[config.mk]
export PLATFORM = sky130hd
export DESIGN_NAME = monitor_drop_ctrl
export DESIGN_NICKNAME = d
export VERILOG_FILES = /design/src/rtl/monitor_drop_ctrl.sv
export SDC_FILE = /design/constraint.sdc
export NUM_CORES = 1
export LEC_CHECK = 0
export BUFFER_PORTS_ARGS = -buffer_cell sky130_fd_sc_hd__buf_2
export CAP_MARGIN = 0
export CORE_MARGIN = 2
export CORE_UTILIZATION = 58
export DETAILED_ROUTE_END_ITERATION = 8
export PLACE_DENSITY = 0.87
export SKIP_CTS_REPAIR_TIMING = 1
export SYNTH_ARGS = -nofsm -noshare
export SYNTH_HDL_FRONTEND = slang
export SYNTH_SLANG_ARGS = --single-unit
export TNS_END_PERCENT = 100
[constraint.sdc]
create_clock -name core_sp_clk -period 2.2 [get_ports core_sp_clk]
set_input_delay 0.22 -clock core_sp_clk [delete_from_list [all_inputs] [get_ports core_sp_clk]]
set_output_delay 0.22 -clock core_sp_clk [all_outputs]
set_load 0.005 [all_outputs]
[src/rtl/monitor_drop_ctrl.sv]
// Turns the security monitor's drop_packet flag into per-packet verdicts and a core recovery sequence.
// Optional build macro MONITOR_WATCHDOG_EN adds an ACTIVE-state timeout that is handled as a violation.
module monitor_drop_ctrl #(
  parameter int unsigned DRAIN_CYCLES    = 4,
  parameter int unsigned RECOVER_CYCLES  = 16,
  parameter int unsigned CNT_WIDTH       = 16,
  parameter int unsigned WATCHDOG_CYCLES = 4096
) (
  input  logic                 core_sp_clk,
  input  logic                 reset,
  input  logic                 drop_packet,
  input  logic                 pkt_start,
  input  logic                 pkt_done,
  output logic                 verdict_valid,
  output logic                 verdict_drop,
  input  logic                 verdict_ack,
  output logic                 core_reset,
  output logic                 monitor_flush,
  output logic [CNT_WIDTH-1:0] violation_count,
  output logic                 busy
);

  typedef enum logic [2:0] {
    S_IDLE    = 3'd0,
    S_ACTIVE  = 3'd1,
    S_DRAIN   = 3'd2,
    S_VERDICT = 3'd3,
    S_RECOVER = 3'd4
  } state_t;

  // Counters are loaded with N-1 so that the state lasts exactly N cycles.
  localparam logic [7:0]           DRAIN_LOAD   = 8'(DRAIN_CYCLES - 1);
  localparam logic [15:0]          RECOVER_LOAD = 16'(RECOVER_CYCLES - 1);
  localparam logic [CNT_WIDTH-1:0] CNT_MAX      = {CNT_WIDTH{1'b1}};
  localparam logic [CNT_WIDTH-1:0] CNT_ONE      = CNT_WIDTH'(1'b1);

  state_t      state_r, state_nxt;
  logic [7:0]  drain_cnt_r, drain_cnt_nxt;
  logic [15:0] rec_cnt_r, rec_cnt_nxt;
  logic        drop_nxt;
  logic        flush_nxt;
  logic        viol_s;
  logic        wd_expire_s;

`ifdef MONITOR_WATCHDOG_EN
  localparam int unsigned WD_W = $clog2(WATCHDOG_CYCLES + 1);
  localparam logic [WD_W-1:0] WD_LAST = WD_W'(WATCHDOG_CYCLES - 1);
  logic [WD_W-1:0] wd_cnt_r;

  // Watchdog: counts cycles spent in ACTIVE, cleared in every other state.
  always_ff @(posedge core_sp_clk) begin
    if (reset) begin
      wd_cnt_r <= '0;
    end else if (state_r == S_ACTIVE) begin
      wd_cnt_r <= wd_cnt_r + WD_W'(1'b1);
    end else begin
      wd_cnt_r <= '0;
    end
  end

  assign wd_expire_s = (state_r == S_ACTIVE) && (wd_cnt_r == WD_LAST);
`else
  assign wd_expire_s = 1'b0;
`endif

  // Next-state logic; verdict_drop is held by default while waiting for ack.
  always_comb begin
    state_nxt     = state_r;
    drain_cnt_nxt = drain_cnt_r;
    rec_cnt_nxt   = rec_cnt_r;
    drop_nxt      = verdict_drop;
    flush_nxt     = 1'b0;
    viol_s        = 1'b0;
    case (state_r)
      S_IDLE: begin
        if (pkt_start) begin
          state_nxt = S_ACTIVE;
        end else begin
          state_nxt = S_IDLE;
        end
      end
      S_ACTIVE: begin
        if (drop_packet || wd_expire_s) begin
          viol_s    = 1'b1;
          drop_nxt  = 1'b1;
          state_nxt = S_VERDICT;
        end else if (pkt_done) begin
          drain_cnt_nxt = DRAIN_LOAD;
          state_nxt     = S_DRAIN;
        end else begin
          state_nxt = S_ACTIVE;
        end
      end
      S_DRAIN: begin
        if (drop_packet) begin
          viol_s    = 1'b1;
          drop_nxt  = 1'b1;
          state_nxt = S_VERDICT;
        end else if (drain_cnt_r == 8'd0) begin
          drop_nxt  = 1'b0;
          state_nxt = S_VERDICT;
        end else begin
          drain_cnt_nxt = drain_cnt_r - 8'd1;
        end
      end
      S_VERDICT: begin
        if (verdict_ack && verdict_drop) begin
          rec_cnt_nxt = RECOVER_LOAD;
          flush_nxt   = 1'b1;
          state_nxt   = S_RECOVER;
        end else if (verdict_ack) begin
          state_nxt = S_IDLE;
        end else begin
          state_nxt = S_VERDICT;
        end
      end
      S_RECOVER: begin
        if (rec_cnt_r == 16'd0) begin
          state_nxt = S_IDLE;
        end else begin
          rec_cnt_nxt = rec_cnt_r - 16'd1;
        end
      end
      default: begin
        state_nxt = S_IDLE;
      end
    endcase
  end

  // State, counters and registered outputs derived from the next state.
  always_ff @(posedge core_sp_clk) begin
    if (reset) begin
      state_r         <= S_IDLE;
      drain_cnt_r     <= 8'd0;
      rec_cnt_r       <= 16'd0;
      verdict_valid   <= 1'b0;
      verdict_drop    <= 1'b0;
      core_reset      <= 1'b0;
      monitor_flush   <= 1'b0;
      busy            <= 1'b0;
      violation_count <= '0;
    end else begin
      state_r       <= state_nxt;
      drain_cnt_r   <= drain_cnt_nxt;
      rec_cnt_r     <= rec_cnt_nxt;
      verdict_valid <= (state_nxt == S_VERDICT);
      verdict_drop  <= (state_nxt == S_VERDICT) && drop_nxt;
      core_reset    <= (state_nxt == S_RECOVER);
      monitor_flush <= flush_nxt;
      busy          <= (state_nxt != S_IDLE);
      if (viol_s && (violation_count != CNT_MAX)) begin
        violation_count <= violation_count + CNT_ONE;
      end else begin
        violation_count <= violation_count;
      end
    end
  end

endmodule

==> impl_metrics.py <==
metrics = {
    "run_status": {
        "outcome": "finished clean",
    },
    "placement": {
        "placed_cell_area_um2": 2773,
        "place_congestion": 0.8845,
        "place_hpwl_um": 4015,
        "placement.io_buffers": 26,
    },
    "yosys": {
        "ys_types": 53,
        "synthAdderAreaFrac_pct": 2.449,
        "synth.net_count": 313,
        "synthCells": 302,
        "netlist.area_leader.share_pct": 37.61,
        "seq_area_frac_synth_pct": 37.61,
        "ys_seq_elements": 48,
        "synth_simple_gate_area_share_pct": 33.15,
        "ys_top_cells_by_area": "sky130_fd_sc_hd__dfxtp_1 (38%), sky130_fd_sc_hd__a21oi_1 (4.5%), sky130_fd_sc_hd__nand2_1 (4.3%)",
        "syn-mean-instance-area_um2": 8.460,
        "synth-xor-area-share_pct": 0.3428,
        "post_synth_mux_area_share_pct": 6.121,
        "netlist.top_cell.by_area": "sky130_fd_sc_hd__dfxtp_1",
        "synth_top_family_by_area": "simple AND/OR/NAND/NOR gates",
        "dominantRegCellSynth": "sky130_fd_sc_hd__dfxtp_1",
        "synthesis.yosys.warnings": 0,
        "synth_compound_area_share_pct": 17.38,
        "netlist_area_um2": 2555,
        "synth_edf_count": 0,
        "async_flop_share_pct": 0,
    },
    "detailed_routing": {
        "detail_route.wl_per_cell_um": 14.65,
        "drc": 0,
        "ant_nets": 0,
        "vias": 2407,
        "drt_iter0_drc": 149,
        "wirelength_um": 5640,
        "vias_per_cell": 6.252,
        "detailedRoute.firstPassIterationCount": 4,
    },
    "final_layout": {
        "count_of_inserted_antenna_diode_cells": 0,
        "most_common_cell_after_layout_fill_and_taps_aside": "sky130_fd_sc_hd__dfxtp_1",
        "sequential_cell_area_in_the_final_layout_um2": 960.9,
        "most-common-layout-cells": "sky130_fd_sc_hd__dfxtp_1 (48), sky130_fd_sc_hd__nand2_1 (29), sky130_fd_sc_hd__buf_2 (26), sky130_fd_sc_hd__a21oi_1 (23), sky130_fd_sc_hd__nor2_1 (20)",
        "drive_gt1_share_pct": 17.42,
        "design_area_um2": 2865,
        "design.final.nets": 343,
        "synth_to_final_area_change_pct": 12.15,
        "multi_input_area_um2": 1519,
        "nFillCells": 353,
    },
    "sta": {
        "clock-skew-final_ps": 12.43,
        "final_period_minus_worst_setup_slack_ps": 2068,
        "worst_slew_margin_rel_pct": 57.82,
        "worst-slew-pin-transition_ps": 626.9,
        "final_tns_setup_ps": 0,
        "fmax_mhz": 483.7,
        "drv_slew": 0,
        "finalCritPeriodShare_pct": 93.98,
        "timing.final.hold_violations": 0,
        "rsz0062_at_grt": "false",
        "setup_viol": 0,
    },
    "pwr": {
        "power.leakage_uw": 0.001103,
        "max-vdd-ir-drop_uv": 356.7,
        "cellPowerDensity_nw_per_um2": 610.7,
    },
    "clocking": {
        "cts.path.max_buffers": 2,
        "htree_num_levels": 2,
        "clock_tree_from_tritoncts": "done",
        "clkSinkCount": 48,
        "tritoncts.num_buffers": 5,
        "clock_root_buffer": "sky130_fd_sc_hd__clkbuf_8",
        "skew_pair_late_insertion_delay_ps": 310,
        "clock_pin_slew_reported_for_the_worst_setup_and_hold_paths_after_clock_tree_synthesis_ps": 100,
    },
    "worst_setup_path": {
        "rrSetupSlack_ps": 130,
        "criticalPathCategory": "flip-flop to flip-flop",
        "critical_path.max_fanout": 6,
        "crit_family": "simple AND/OR/NAND/NOR gates",
        "worstRegToRegCells": 4,
        "crit_path_top_delay_cell": "sky130_fd_sc_hd__or4_4",
        "crit_path_end_kind": "flip-flop",
        "r2r_start": "drain_cnt_r[2]$_SDFFE_PP0P_",
        "max_stage_delay_ps": 590,
        "critical_path.startpoint_type": "flip-flop",
        "regToRegEndpoint": "verdict_drop$_SDFF_PP0_",
        "required_ps": 2420,
        "cp_num_buf_inv": 0,
        "cp_cell_sequence": "or4_4, or4b_4, or2_4, a211oi_1",
        "worstPathArrival_ps": 2290,
    },
    "grt": {
        "grt_max_degree": 17,
        "gr-usage-all-layers_pct": 23.54,
        "global_route_congestion_overflow_total": 0,
        "first_global_vias": 2222,
        "antenna_found_initial": 0,
        "grt_first_pass_wirelength_um": 9535,
    },
    "hold_path": {
        "worstHoldStart": "reset",
        "whs_path_depth": 2,
        "hold_path_class": "input port to flip-flop",
        "min_delay_worst_endpoint": "monitor_flush$_SDFF_PP0_",
    },
    "floorplan": {
        "die-height_um": 70.37,
        "core-area_um2": 4294,
        "ios": 27,
        "fp.dieArea_um2": 4952,
        "initial_utilization_pct": 59.50,
        "placementRows": 24,
        "fp.dieW_um": 70.37,
    },
    "run": {
        "drv_cap": 0,
    },
}
logic make-up (layout without fill, tap and decap cells):
group / Yosys count / after routing
compound gates: 68 / 68
xor+xnor: 1 / 1
fa+ha+maj: 5 / 5
buf+inv: 20 / 51
flops: 48 / 48
mux: 15 / 15
simple gates: 145 / 145
power by group:
group          internal, uW  switching, uW
sequential              899           29.7
clock                   225            312
combinational           127            157
total                  1250            498
state kept, by name, indices dropped and copies added, names as in the netlist:
signal           flops
violation_count     16
verdict_valid        1
core_reset           1
drain_cnt_r          8
state_r              3
monitor_flush        1
busy                 1
verdict_drop         1
rec_cnt_r           16
worst reg2reg max path: cells and delay by family, from the launching register on:
kind / cells / cell delay, ps
compound gates: 1 / 230
flops: 1 / 350
simple gates: 3 / 1410
layer usage:
layer | vias up | global-route usage, % | part of all wire, %
met5 | - | 0 | 0
met4 | 0 | 9.829 | 1.9
met3 | 12 | 3.896 | 4.3
met2 | 65 | 40.15 | 49
met1 | 1128 | 29.20 | 45
li1 | 1202 | - | -
worst max path at each step:
stage	startpoint	endpoint	cells after the start
floorplan	drain_cnt_r[2]$_SDFFE_PP0P_	verdict_drop$_SDFF_PP0_	4
global route	state_r[0]$_SDFF_PP0_	violation_count[9]$_SDFFE_PP0P_	5
global placement	drain_cnt_r[2]$_SDFFE_PP0P_	verdict_drop$_SDFF_PP0_	4
detailed placement	drain_cnt_r[2]$_SDFFE_PP0P_	verdict_drop$_SDFF_PP0_	4
finish	drain_cnt_r[2]$_SDFFE_PP0P_	verdict_drop$_SDFF_PP0_	4
CTS	drain_cnt_r[2]$_SDFFE_PP0P_	verdict_drop$_SDFF_PP0_	4
final cells by class:
| type | count | area share, % |
|---|---|---|
| Multi-Input combinational cell | 234 | 53.01 |
| Sequential cell | 48 | 33.54 |
| Timing Repair Buffer | 35 | 6.900 |
| Clock buffer | 5 | 2.402 |
| Tap cell | 52 | 2.271 |
| Inverter | 8 | 1.048 |
| Clock inverter | 3 | 0.8297 |
synth_stat cells, drive strengths merged (4+ instances only):
cell type  count
a211oi         4
a21oi         23
and4           5
clkbuf        10
dfxtp         48
ha             5
inv            8
mux2           5
mux2i         10
nand2         29
nand2b         9
nand3          8
nand4          5
nor2          20
nor2b          7
nor3           7
nor3b          4
nor4          11
o21ai          8
o31ai         10
o41ai          4
or3            8
or4           15
metrics by stage:
stage                     hold slack [ps]  instances  utilization (%)  setup slack, ps  total power (uW)
after CTS                           268.5        385            66.72            139.4              1753
after global placement              451.1        377            64.57            227.2              1218
final                               267.2        385            66.72            132.4              1750
after global routing                283.8        385            66.72            32.14              1827
after detailed placement            466.3        377            64.57            167.4              1226
after floorplan                     442.2        302                -            265.1              1155
Power figures use the tool's default switching activity.
